===== config.mk =====
export PLATFORM = sky130hd
export DESIGN_NAME = ripple_count_sampler
export DESIGN_NICKNAME = d
export VERILOG_FILES = /design/src/rtl/ripple_count_sampler_pkg.sv /design/src/rtl/ripple_count_sampler_sync_2ff.sv /design/src/rtl/ripple_count_sampler.sv
export SDC_FILE = /design/constraint.sdc
export NUM_CORES = 1
export LEC_CHECK = 0
export CAP_MARGIN = 20
export CORE_MARGIN = 10
export CORE_UTILIZATION = 32
export DETAILED_ROUTE_END_ITERATION = 10
export HOLD_SLACK_MARGIN = 0.12
export SLEW_MARGIN = 20
export SYNTH_ARGS = -nofsm -noshare
export SYNTH_HDL_FRONTEND = slang
export SYNTH_SLANG_ARGS = --single-unit

===== constraint.sdc =====
create_clock -name clk -period 1.81 [get_ports clk]
set_input_delay 0.2715 -clock clk [delete_from_list [all_inputs] [get_ports clk]]
set_output_delay 0.2715 -clock clk [all_outputs]
set_load 0.05 [all_outputs]

===== src/rtl/ripple_count_sampler_pkg.sv =====
// rtl/ripple_count_sampler_pkg.sv - shared types and constants for the ripple count sampler
package ripple_count_sampler_pkg;

    typedef enum logic {
        ST_INIT = 1'b0,
        ST_RUN  = 1'b1
    } state_t;

    localparam int DEF_WIDTH         = 4;
    localparam int DEF_STABLE_CYCLES = 2;
    // Wide enough for the largest legal STABLE_CYCLES (15)
    localparam int STAB_W            = 4;

endpackage


===== src/rtl/ripple_count_sampler_sync_2ff.sv =====
// rtl/ripple_count_sampler_sync_2ff.sv - per-bit two-flop synchroniser, resets to all-ones
module ripple_count_sampler_sync_2ff #(
    parameter int WIDTH = 4
) (
    input  logic             clk,
    input  logic             resetn,
    input  logic [WIDTH-1:0] d,
    output logic [WIDTH-1:0] q
);

    logic [WIDTH-1:0] s1_q, s1_d;
    logic [WIDTH-1:0] s2_q, s2_d;

    always_comb begin
        s1_d = d;
        s2_d = s1_q;
    end

    always_ff @(posedge clk) begin
        if (!resetn) begin
            s1_q <= '1;
            s2_q <= '1;
        end else begin
            s1_q <= s1_d;
            s2_q <= s2_d;
        end
    end

    assign q = s2_q;

endmodule


===== src/rtl/ripple_count_sampler.sv =====
// rtl/ripple_count_sampler.sv - brings a ripple down-counter value into clk, filters it, emits valid/ready transactions
module ripple_count_sampler
    import ripple_count_sampler_pkg::*;
#(
    parameter int WIDTH         = DEF_WIDTH,
    parameter int STABLE_CYCLES = DEF_STABLE_CYCLES
) (
    input  logic             clk,
    input  logic             reset,
    input  logic [WIDTH-1:0] cnt_async,
    input  logic             out_ready,
    output logic             out_valid,
    output logic [WIDTH-1:0] out_count,
    output logic             out_wrap,
    output logic             out_skip,
    output logic             overrun
);

    localparam logic [WIDTH-1:0]  ALL_ONES  = {WIDTH{1'b1}};
    localparam logic [STAB_W-1:0] STAB_LAST = STAB_W'(STABLE_CYCLES - 1);
    localparam logic [STAB_W-1:0] STAB_MAX  = STAB_W'(STABLE_CYCLES);

    logic [WIDTH-1:0]  s2;
    state_t            state_q, state_d;
    logic [WIDTH-1:0]  cand_q, cand_d;
    logic [STAB_W-1:0] stab_q, stab_d;
    logic [WIDTH-1:0]  prev_q, prev_d;
    logic              valid_q, valid_d;
    logic [WIDTH-1:0]  count_q, count_d;
    logic              wrap_q, wrap_d;
    logic              skip_q, skip_d;
    logic              overrun_q, overrun_d;
    logic              accept, txn, txn_wrap, txn_skip;

    ripple_count_sampler_sync_2ff #(.WIDTH(WIDTH)) u_sync (
        .clk    (clk),
        .resetn (reset),
        .d      (cnt_async),
        .q      (s2)
    );

    always_comb begin
        state_d   = state_q;
        cand_d    = cand_q;
        stab_d    = stab_q;
        prev_d    = prev_q;
        valid_d   = valid_q;
        count_d   = count_q;
        wrap_d    = wrap_q;
        skip_d    = skip_q;
        overrun_d = overrun_q;
        accept    = 1'b0;
        txn       = 1'b0;

        if (s2 != cand_q) begin
            cand_d = s2;
            stab_d = STAB_W'(1);
        end else begin
            accept = (stab_q == STAB_LAST);
            if (stab_q < STAB_MAX) begin
                stab_d = stab_q + STAB_W'(1);
            end
        end

        txn_wrap = (prev_q == '0) && (cand_q == ALL_ONES);
        txn_skip = !txn_wrap && (cand_q != (prev_q - WIDTH'(1)));

        if (accept) begin
            case (state_q)
                ST_INIT: begin
                    prev_d  = cand_q;
                    state_d = ST_RUN;
                end
                ST_RUN: begin
                    // A value that settles back to prev is a glitch, not a count
                    if (cand_q != prev_q) begin
                        txn    = 1'b1;
                        prev_d = cand_q;
                    end
                end
                default: state_d = ST_INIT;
            endcase
        end

        if (txn) begin
            if (!valid_q || out_ready) begin
                valid_d = 1'b1;
                count_d = cand_q;
                wrap_d  = txn_wrap;
                skip_d  = txn_skip;
            end else begin
                overrun_d = 1'b1;
            end
        end else if (valid_q && out_ready) begin
            valid_d = 1'b0;
        end
    end

    always_ff @(posedge clk) begin
        if (!reset) begin
            state_q   <= ST_INIT;
            cand_q    <= ALL_ONES;
            stab_q    <= '0;
            prev_q    <= ALL_ONES;
            valid_q   <= 1'b0;
            count_q   <= ALL_ONES;
            wrap_q    <= 1'b0;
            skip_q    <= 1'b0;
            overrun_q <= 1'b0;
        end else begin
            state_q   <= state_d;
            cand_q    <= cand_d;
            stab_q    <= stab_d;
            prev_q    <= prev_d;
            valid_q   <= valid_d;
            count_q   <= count_d;
            wrap_q    <= wrap_d;
            skip_q    <= skip_d;
            overrun_q <= overrun_d;
        end
    end

    assign out_valid = valid_q;
    assign out_count = count_q;
    assign out_wrap  = wrap_q;
    assign out_skip  = skip_q;
    assign overrun   = overrun_q;

endmodule


# Yosys cells after proc, flatten, opt, wreduce, memory -nomap -nowiden
# Index checks and enable logic that the tools add are counted.
classes:
  n_shift: 0
  addsub: 2
  muxes: 11
  multipliers: 0
  n_bitwise: 3
  n_div: 0
  magnitude_cmp: 1
  n_reduce_logical: 14
  n_eq_ne: 7
op_table:
  columns: ["cell", "count"]
  rows:
  - ["4-bit != test", 3]
  - ["1-bit two-way mux", 9]
  - ["4-bit case mux with 2 select lines", 1]
  - ["2-bit AND reduction", 4]
  - ["4-bit by 1-bit adder with 4-bit output, second input constant", 1]
  - ["4-bit by 1-bit equality test with 1-bit output, second input constant", 1]
  - ["4-bit equality test, second input constant", 1]
  - ["4-bit logical NOT", 1]
  - ["4-bit by 2-bit less-than comparator with 1-bit output, second input constant", 1]
  - ["4-bit two-way mux", 1]
  - ["2-bit by 1-bit != test with 1-bit output, second input constant", 2]
  - ["2-bit nonzero test", 2]
  - ["4-bit by 1-bit subtractor with 4-bit output, second input constant", 1]
  - ["1-bit logical AND", 3]
  - ["1-bit NOT", 3]
  - ["1-bit logical NOT", 2]
  - ["2-bit OR reduction", 1]
  - ["1-bit logical OR", 1]
totals:
  elab_cells: 50
  ff_bits: 29
  out_inout_bits: 8
  latchBits: 0
  ramBits: 0
  rom_bits: 0
  inputBits: 7
  n_memories: 0

# Logic depth before layout (Yosys ltp)
# Gate-level depths: netlist of run 1.
logic_depth:
  ltp_word: 6
  depth_mapped: 7
  depth_no_buf: 7

# By module
# A second synthesis of run 1 with hierarchy kept.
hier_totals:
  hier_cells: 114
  area_unflattened_um2: 1178.6
by_module_without_submodules:
  columns: ["module", "n_inst", "area_each_um2", "cells_per_inst"]
  rows:
  - ["ripple_count_sampler", 1, 968.4, 98]
  - ["ripple_count_sampler_sync_2ff", 1, 210.2, 16]

# Worst setup path before layout of run 1
# OpenSTA, ideal clock, no wires.
synth_path:
  path_type: "reg-to-reg"
  startpoint: "register cand_q[1]"
  endpoint: "register count_q[0], in the netlist out_count[0]"
  path_buffers: 2
  path_stages_with_launch: 8
  t_arrival_ps: 1548
  slack_ps: 132
  required_time_ps: 1681
  path_cell_list: "dfxtp_1 buf_6 xor2_2 nor4_4 and4bb_1 buf_6 mux2i_1 nand2_1"
synth_between:
  elab_chain_cells: 5
  elab_cells_between_ends: 7
  classes_between: "eq/ne (2); mux (4); reduce/logical (1)"
synth_rtl:
  columns: ["element", "line_no", "rtl"]
  rows:
  - ["start, declared", "ripple_count_sampler.sv:25", "logic [WIDTH-1:0] cand_q, cand_d;"]
  - ["start signal, assigned", "ripple_count_sampler.sv:112", "cand_q <= cand_d;"]
  - ["4-bit != test", "ripple_count_sampler.sv:76", "if (cand_q != prev_q) begin"]
  - ["1-bit two-way mux", "ripple_count_sampler.sv:76", null]
  - ["1-bit two-way mux", "ripple_count_sampler.sv:69", "case (state_q)"]
  - ["1-bit two-way mux (*)", "ripple_count_sampler.sv:68", "if (accept) begin"]
  - ["2-bit AND reduction (no source line) (*)", null, null]
  - ["end signal, assigned", "ripple_count_sampler.sv:116", "count_q <= count_d;"]
  - ["end, declared", "ripple_count_sampler.sv:29", "logic [WIDTH-1:0] count_q, count_d;"]
# Every way passes the cells marked *; elsewhere a longest branch is shown, timed or not.
# A chain may end at the register's enable or synchronous reset.

# Worst setup path in the final report of run 1
layout_path:
  startpoint: "register count_q[0], in the netlist out_count[0]"
  endpoint: "output out_count[0]"
layout_rtl:
  columns: ["element", "line_no", "rtl"]
  rows:
  - ["end, declared", "ripple_count_sampler.sv:13", "output logic [WIDTH-1:0] out_count,"]
# No word-level cell between the ends.

==> reports/results.ini, run 1 <==
[grt]
grt_util_met1_pct = 7.53
first_global_vias = 812
grt_pass1_wl_mm = 3.65
grt_use_met3_pct = 4.19
grt_max_degree = 22
top_usage_layer = met2
grt_usage_pct = 7.35
grt_overflow = 0
antenna_found_initial = 0
grtUsageMet2_pct = 11.6

[sta]
max-slew-margin-rel_pct = 65.8
fin_crit_sh_pct = 95.0
tightest_slew_ps = 511
period_minus_slack_ps = 1720
tns_ps = 0
hold_violations = 0
finClkSkew_ps = 5.66
fin_ws_ps = 90.7
slew_violations = 0
rsz0062_at_grt = false
setup_viol = 0
max_freq_mhz = 582

[placement]
dpl_cell_area_sq_mm = 0.00141
routabilityCongestion = 0.775
placed_cells = 176
dp_slack_ps = 42.9
portBuffers = 14
hpwl_mm = 1.55

[layout]
syn2layout_area_growth_pct = 26.7
drive_gt1_share_pct = 16.2
layout.cells.non_filler = 184
fin_area_sq_mm = 0.00151
diodes = 0
most-common-layout-cells = dfxtp_1, clkdlybuf4s50_1, nand2b_1, nand2_1, mux2i_1
nets = 146
final_common_cell = dfxtp_1
post-route-util_pct = 41.5
n_fill_cell = 370

[power]
p_seq_share_pct = 48.5
power_density_mw_per_mm2 = 925
p_switching_uw = 320
vdd_ir_drop_max_v = 0.000431
p_leak_uw = 0.000601
p_int_uw = 1080
swShare_pct = 22.9
clkPwrFrac_pct = 42.0
p_comb_share_pct = 9.5

[worst_hold_path]
min_from = u_sync.s1_q[3]$_SDFF_PN1_
hold_class = reg2reg

[route]
drc = 0
first_pass_iters = 4
vias = 807
wirelength_mm = 2.10
antenna_left = 0
drtIter0Drc = 14
post_drt_wl_per_cell_um = 11.4
via_per_inst = 4.39

[worst_setup_path]
worst-path-max-fanout = 2
path_cells = clkdlybuf4s50_1
end_kind = output pin
critPathBufInv = 1
cp_num_cells = 1
crit_end = out_count[0]
cp.required_ps = 1540
path_class = reg2out
arrival_ps = 1450
cp-start-kind = flop
cp_top_family = buffers and inverters
rrSetupSlack_ps = 140
critPathLaunch = out_count[0]$_SDFFE_PN1P_
slowest_stage = clkdlybuf4s50_1
r2r_end = out_count[3]$_SDFFE_PN1P_
reg2reg_from = cand_q[2]$_SDFFE_PN1P_
worst_r2r_path_depth = 5
crit_path_max_incr_delay_ps = 820

[synth]
synth_edf_count = 0
netlist_instances = 112
synthArstFlopShare_pct = 0
syn-mean-instance-area_sq_um = 10.6
ys_types = 29
netlist_area_sq_mm = 0.00119
yosys_warnings = 0
synth-seq-cells = 29
syn_nets = 123
ys.flop_type = dfxtp_1
ys_seq_area_share_pct = 48.7

[clock_network]
clockBufferDepth = 2
ctsResizeCount = 0
cts_setup_buffers = 0
ctsHoldBuffers = 0
cts_tree = built
clock_latency_ps = 280
cts.sinks = 29
cts_root_buffer = clkbuf_8
h-tree-depth = 2
cts_buffers = 5
path_clk_slew_ps = 60

[status]
outcome = finished, final reports clean

[floorplan]
io_pins = 15
die_w_um = 81.0
die_h_um = 81.0
dieArea_sq_mm = 0.00656
start_util_pct = 32.8
rows = 22
coreArea_sq_mm = 0.00363

[job]
drv_cap = 0

[through the flow]
step / total power [uW] / hold WS, ps
after floorplan: 774 / 373
after global placement: 821 / 389
after detailed placement: 825 / 393
after CTS: 1420 / 407
after global routing: 1470 / 430
final: 1400 / 406
[state kept, by name (all words and copies together) (netlist names)]
name         cells
overrun          1
u_sync.s1_q      4
stab_q           4
out_skip         1
prev_q           4
u_sync.q         4
out_count        4
out_valid        1
state_q          1
cand_q           4
out_wrap         1
[Yosys cell counts (all sizes together), types with 3 or more instances]
| library cell | instances | area [sq um] |
|---|---|---|
| dfxtp | 29 | 581 |
| nand2 | 12 | 47.6 |
| nand2b | 12 | 75.1 |
| mux2i | 9 | 90.1 |
| xor2 | 9 | 86.3 |
| ha | 4 | 50.1 |
| a21oi | 3 | 15.0 |
| clkbuf | 3 | 11.3 |
| inv | 3 | 11.3 |
| nor2 | 3 | 11.3 |
| nor2b | 3 | 18.8 |
| nor3 | 3 | 15.0 |
| xnor2 | 3 | 26.3 |
[cells by family after synthesis]
kind of cell	after synthesis	share of synthesized area (%)
DFF	29	48.7
muxes	9	7.56
AOI/OAI and AO/OA	9	5.67
xor gates and xnor gates	12	9.45
adders and majority gates	4	4.20
and+or+nand+nor	41	20.6
buffers and inverters	8	3.78
[final cells by class]
class | count | area [sq um] | share of cell area [%]
Sequential cell | 29 | 581 | 38.5
Clock buffer | 7 | 96.3 | 6.38
Inverter | 3 | 11.3 | 0.746
Clock inverter | 1 | 5.00 | 0.332
Multi-Input combinational cell | 75 | 566 | 37.5
Timing Repair Buffer | 21 | 190 | 12.6
Tap cell | 48 | 60.1 | 3.98
[worst min-delay path by stage]
stage / endpoint / cells after the start
final: u_sync.q[3]$_SDFF_PN1_ / 1
after global placement: u_sync.q[2]$_SDFF_PN1_ / 1
after detailed placement: u_sync.q[3]$_SDFF_PN1_ / 1
after global routing: u_sync.q[2]$_SDFF_PN1_ / 1
after floorplan: u_sync.s1_q[0]$_SDFF_PN1_ / 1
after CTS: u_sync.q[3]$_SDFF_PN1_ / 1
[power groups by stage]
stage | clock network, uW | registers [uW] | logic (uW)
after floorplan | 0 | 689 | 85.4
after global placement | 0 | 690 | 131
after detailed placement | 0 | 691 | 134
after CTS | 611 | 677 | 135
after global routing | 640 | 680 | 149
final | 586 | 677 | 132
[routing by layer]
metal | wire length, um | up-vias
met1 | 901 | 369
li1 | - | 415
met2 | 984 | 18
met4 | 50 | 0
met5 | 0 | -
met3 | 169 | 5
Note: power is estimated with default switching activity, not from simulation.
==> run 2, diff against run 1 <==
HOLD_SLACK_MARGIN = unset   (was 0.12)
==> results of run 2 <==
The final DEF is identical to that of run 1; final timing and power are the same.
==> run 3, diff against run 2 <==
SLEW_MARGIN = unset   (was 20)
SYNTH_HIERARCHICAL = 1   (was unset)
clock period = 1.7 ns   (was 1.81 ns; I/O delays follow)
==> run 3 against run 2 <==
Core utilization rose by 3.4 points. Cell count rose by 1.1%. Die area fell by 0.79%. Largest power group unchanged. Worst hold slack improved by 0.98 ps. Count of clock-buffer cells in the layout did not move. Setup slack improved by 9.1 ps. Flip-flop and latch count did not move. Combinational power rose by 8%. Area after synthesis fell by 1.1%. Sequential power rose by 6.5%. Critical path type is now reg2reg. Clock skew rose by 1.3 ps.
==> reports/results.ini, run 3 <==
[sta]
slew_violations = 0
setup_viol = 0
finClkSkew_ps = 6.91
max_freq_mhz = 625
max-slew-margin-rel_pct = 73.1
tns_ps = 0
hold_violations = 0
tightest_slew_ps = 401
rsz0062_at_grt = false
fin_crit_sh_pct = 94.1
period_minus_slack_ps = 1600

[worst_setup_path]
path_cells = xnor2_2, nand4_2, or4_1, nor2_1, o21a_1
slowest_stage = or4_1
critPathLaunch = cand_q[2]$_SDFFE_PN1P_
cp-start-kind = flop
reg2reg_from = cand_q[2]$_SDFFE_PN1P_
crit_end = overrun$_SDFFE_PN0P_
arrival_ps = 1830
path_class = reg2reg
rrSetupSlack_ps = 100
worst_r2r_path_depth = 5
r2r_end = overrun$_SDFFE_PN0P_
cp.required_ps = 1930
end_kind = flop
worst-path-max-fanout = 4
crit_path_max_incr_delay_ps = 560

[synth]
synthArstFlopShare_pct = 0
syn-mean-instance-area_sq_um = 10.3
yosysMostFrequentCell = dfxtp_1
netlist_area_sq_mm = 0.00118
yosys_warnings = 6
ys_types = 28
synth_area_leaders = dfxtp_1, nand2b_1, mux2i_1, xnor2_1, ha_1
netlist_instances = 114
ys_seq_area_share_pct = 49.3
synth_common_cells = dfxtp_1, nand2b_1, nand2_1
synth_top_area_cell = dfxtp_1
ys.flop_type = dfxtp_1
synth_edf_count = 0
synth-seq-cells = 29
syn_nets = 125
synth_top_cell_area_share_pct = 49.3

[power]
clkPwrFrac_pct = 41.7
vdd_ir_drop_max_v = 0.000409
p_switching_uw = 343
p_comb_share_pct = 9.7
p_seq_share_pct = 48.7
power_density_mw_per_mm2 = 958
p_total_uw = 1480
swShare_pct = 23.1
p_int_uw = 1140
p_leak_uw = 0.000618

[route]
drtIter0Drc = 54
vias = 877
first_pass_iters = 4
post_drt_wl_per_cell_um = 12.3
wirelength_mm = 2.29
via_per_inst = 4.72
antenna_left = 0
drc = 0

[grt]
first_global_vias = 908
grt_overflow = 0
grt_usage_pct = 8.11
grt_pass1_wl_mm = 4.02
grt_max_degree = 24
antenna_found_initial = 0

[clock_network]
cts_tree = built
clockBufferDepth = 2
clock_latency_ps = 280
cts_root_buffer = clkbuf_8
h-tree-depth = 2
cts_buffers = 5
cts.sinks = 29
path_clk_slew_ps = 60

[floorplan]
die_h_um = 80.7
rows = 21
dieArea_sq_mm = 0.00651
coreArea_sq_mm = 0.00344
start_util_pct = 34.2
io_pins = 15
die_w_um = 80.7

[placement]
hpwl_mm = 1.65
portBuffers = 14
routabilityCongestion = 0.848

[status]
outcome = finished, final reports clean

[layout]
drive_gt1_share_pct = 25.7
syn2layout_area_growth_pct = 31.3
most-common-layout-cells = dfxtp_1, nand2b_1, buf_4, nand2_1
nets = 150
diodes = 0
final_common_cell = dfxtp_1

[worst_hold_path]
hold_class = reg2reg

[job]
drv_cap = 0

==> run 3: logic make-up after synthesis <==
family / share of synthesized area (%)
AND/OR/NAND/NOR: 21.9
flip-flops: 49.3
AO/OA/AOI/OAI: 6.26
XOR/XNOR: 9.55
buffers and inverters: 2.87
multiplexers: 5.95
adder cells (fa/ha/maj): 4.25
==> run 3: power by group through the flow <==
stage	clock network [uW]	logic [uW]	registers (uW)
floorplan	0	90.8	733
global placement	0	134	733
detailed placement	0	139	734
CTS	650	139	719
global route	680	161	725
finish	618	143	721
==> run 3: repair_timing <==
action,4_1_cts,5_1_grt
hold buffers,0,0
endpoints found under the setup margin,0,6
setup buffers,0,0
resized for setup,0,9
==> run 3: critical path: cells and delay by family (launching register included) <==
kind | cells | cell delay [ps]
and+or+nand+nor | 3 | 830
DFF | 1 | 440
xor gates and xnor gates | 1 | 160
AOI/OAI and AO/OA | 1 | 110
==> run 3: worst min-delay path by stage <==
stage                                          from                      to  depth (start not counted)  slack, ps
after floorplan                               reset  u_sync/q[0]$_SDFF_PN1_                          1        330
after global placement    u_sync/s1_q[2]$_SDFF_PN1_  u_sync/q[2]$_SDFF_PN1_                          1        390
after detailed placement  u_sync/s1_q[0]$_SDFF_PN1_  u_sync/q[0]$_SDFF_PN1_                          1        400
after CTS                 u_sync/s1_q[0]$_SDFF_PN1_  u_sync/q[0]$_SDFF_PN1_                          1        410
after global routing      u_sync/s1_q[3]$_SDFF_PN1_  u_sync/q[3]$_SDFF_PN1_                          1        430
final                     u_sync/s1_q[2]$_SDFF_PN1_  u_sync/q[2]$_SDFF_PN1_                          1        410
==> run 3: final cells by class <==
class	count	area, sq um
multi-input cells	78	601
repair buffers	21	189
fillers	334	1890
flip-flops and latches	29	584
clock buffers	7	96.3
clock inverters	1	5.00
well taps	46	57.6
inverters	4	15.0
==> run 3: routing by layer <==
metal	vias to the layer above	track usage [%]	share of wire (%)
li1	428	-	-
met1	422	8.27	44
met2	21	12.7	49
met3	6	4.12	4.7
met4	0	5.71	2.2
met5	-	0	0
==> run 3: per-stage QoR <==
stage | instances | util, % | worst slack [ps] | hold slack (ps) | area (sq um)
CTS | 186 | 43.7 | 5.27 | 411 | 1500
floorplan | 114 | - | 51.4 | 328 | 1180
finish | 186 | 45.0 | 99.8 | 407 | 1550
detailed placement | 178 | 40.7 | 17.1 | 397 | 1400
global placement | 178 | 40.7 | 67.9 | 388 | 1400
global route | 186 | 45.0 | 2.58 | 428 | 1550
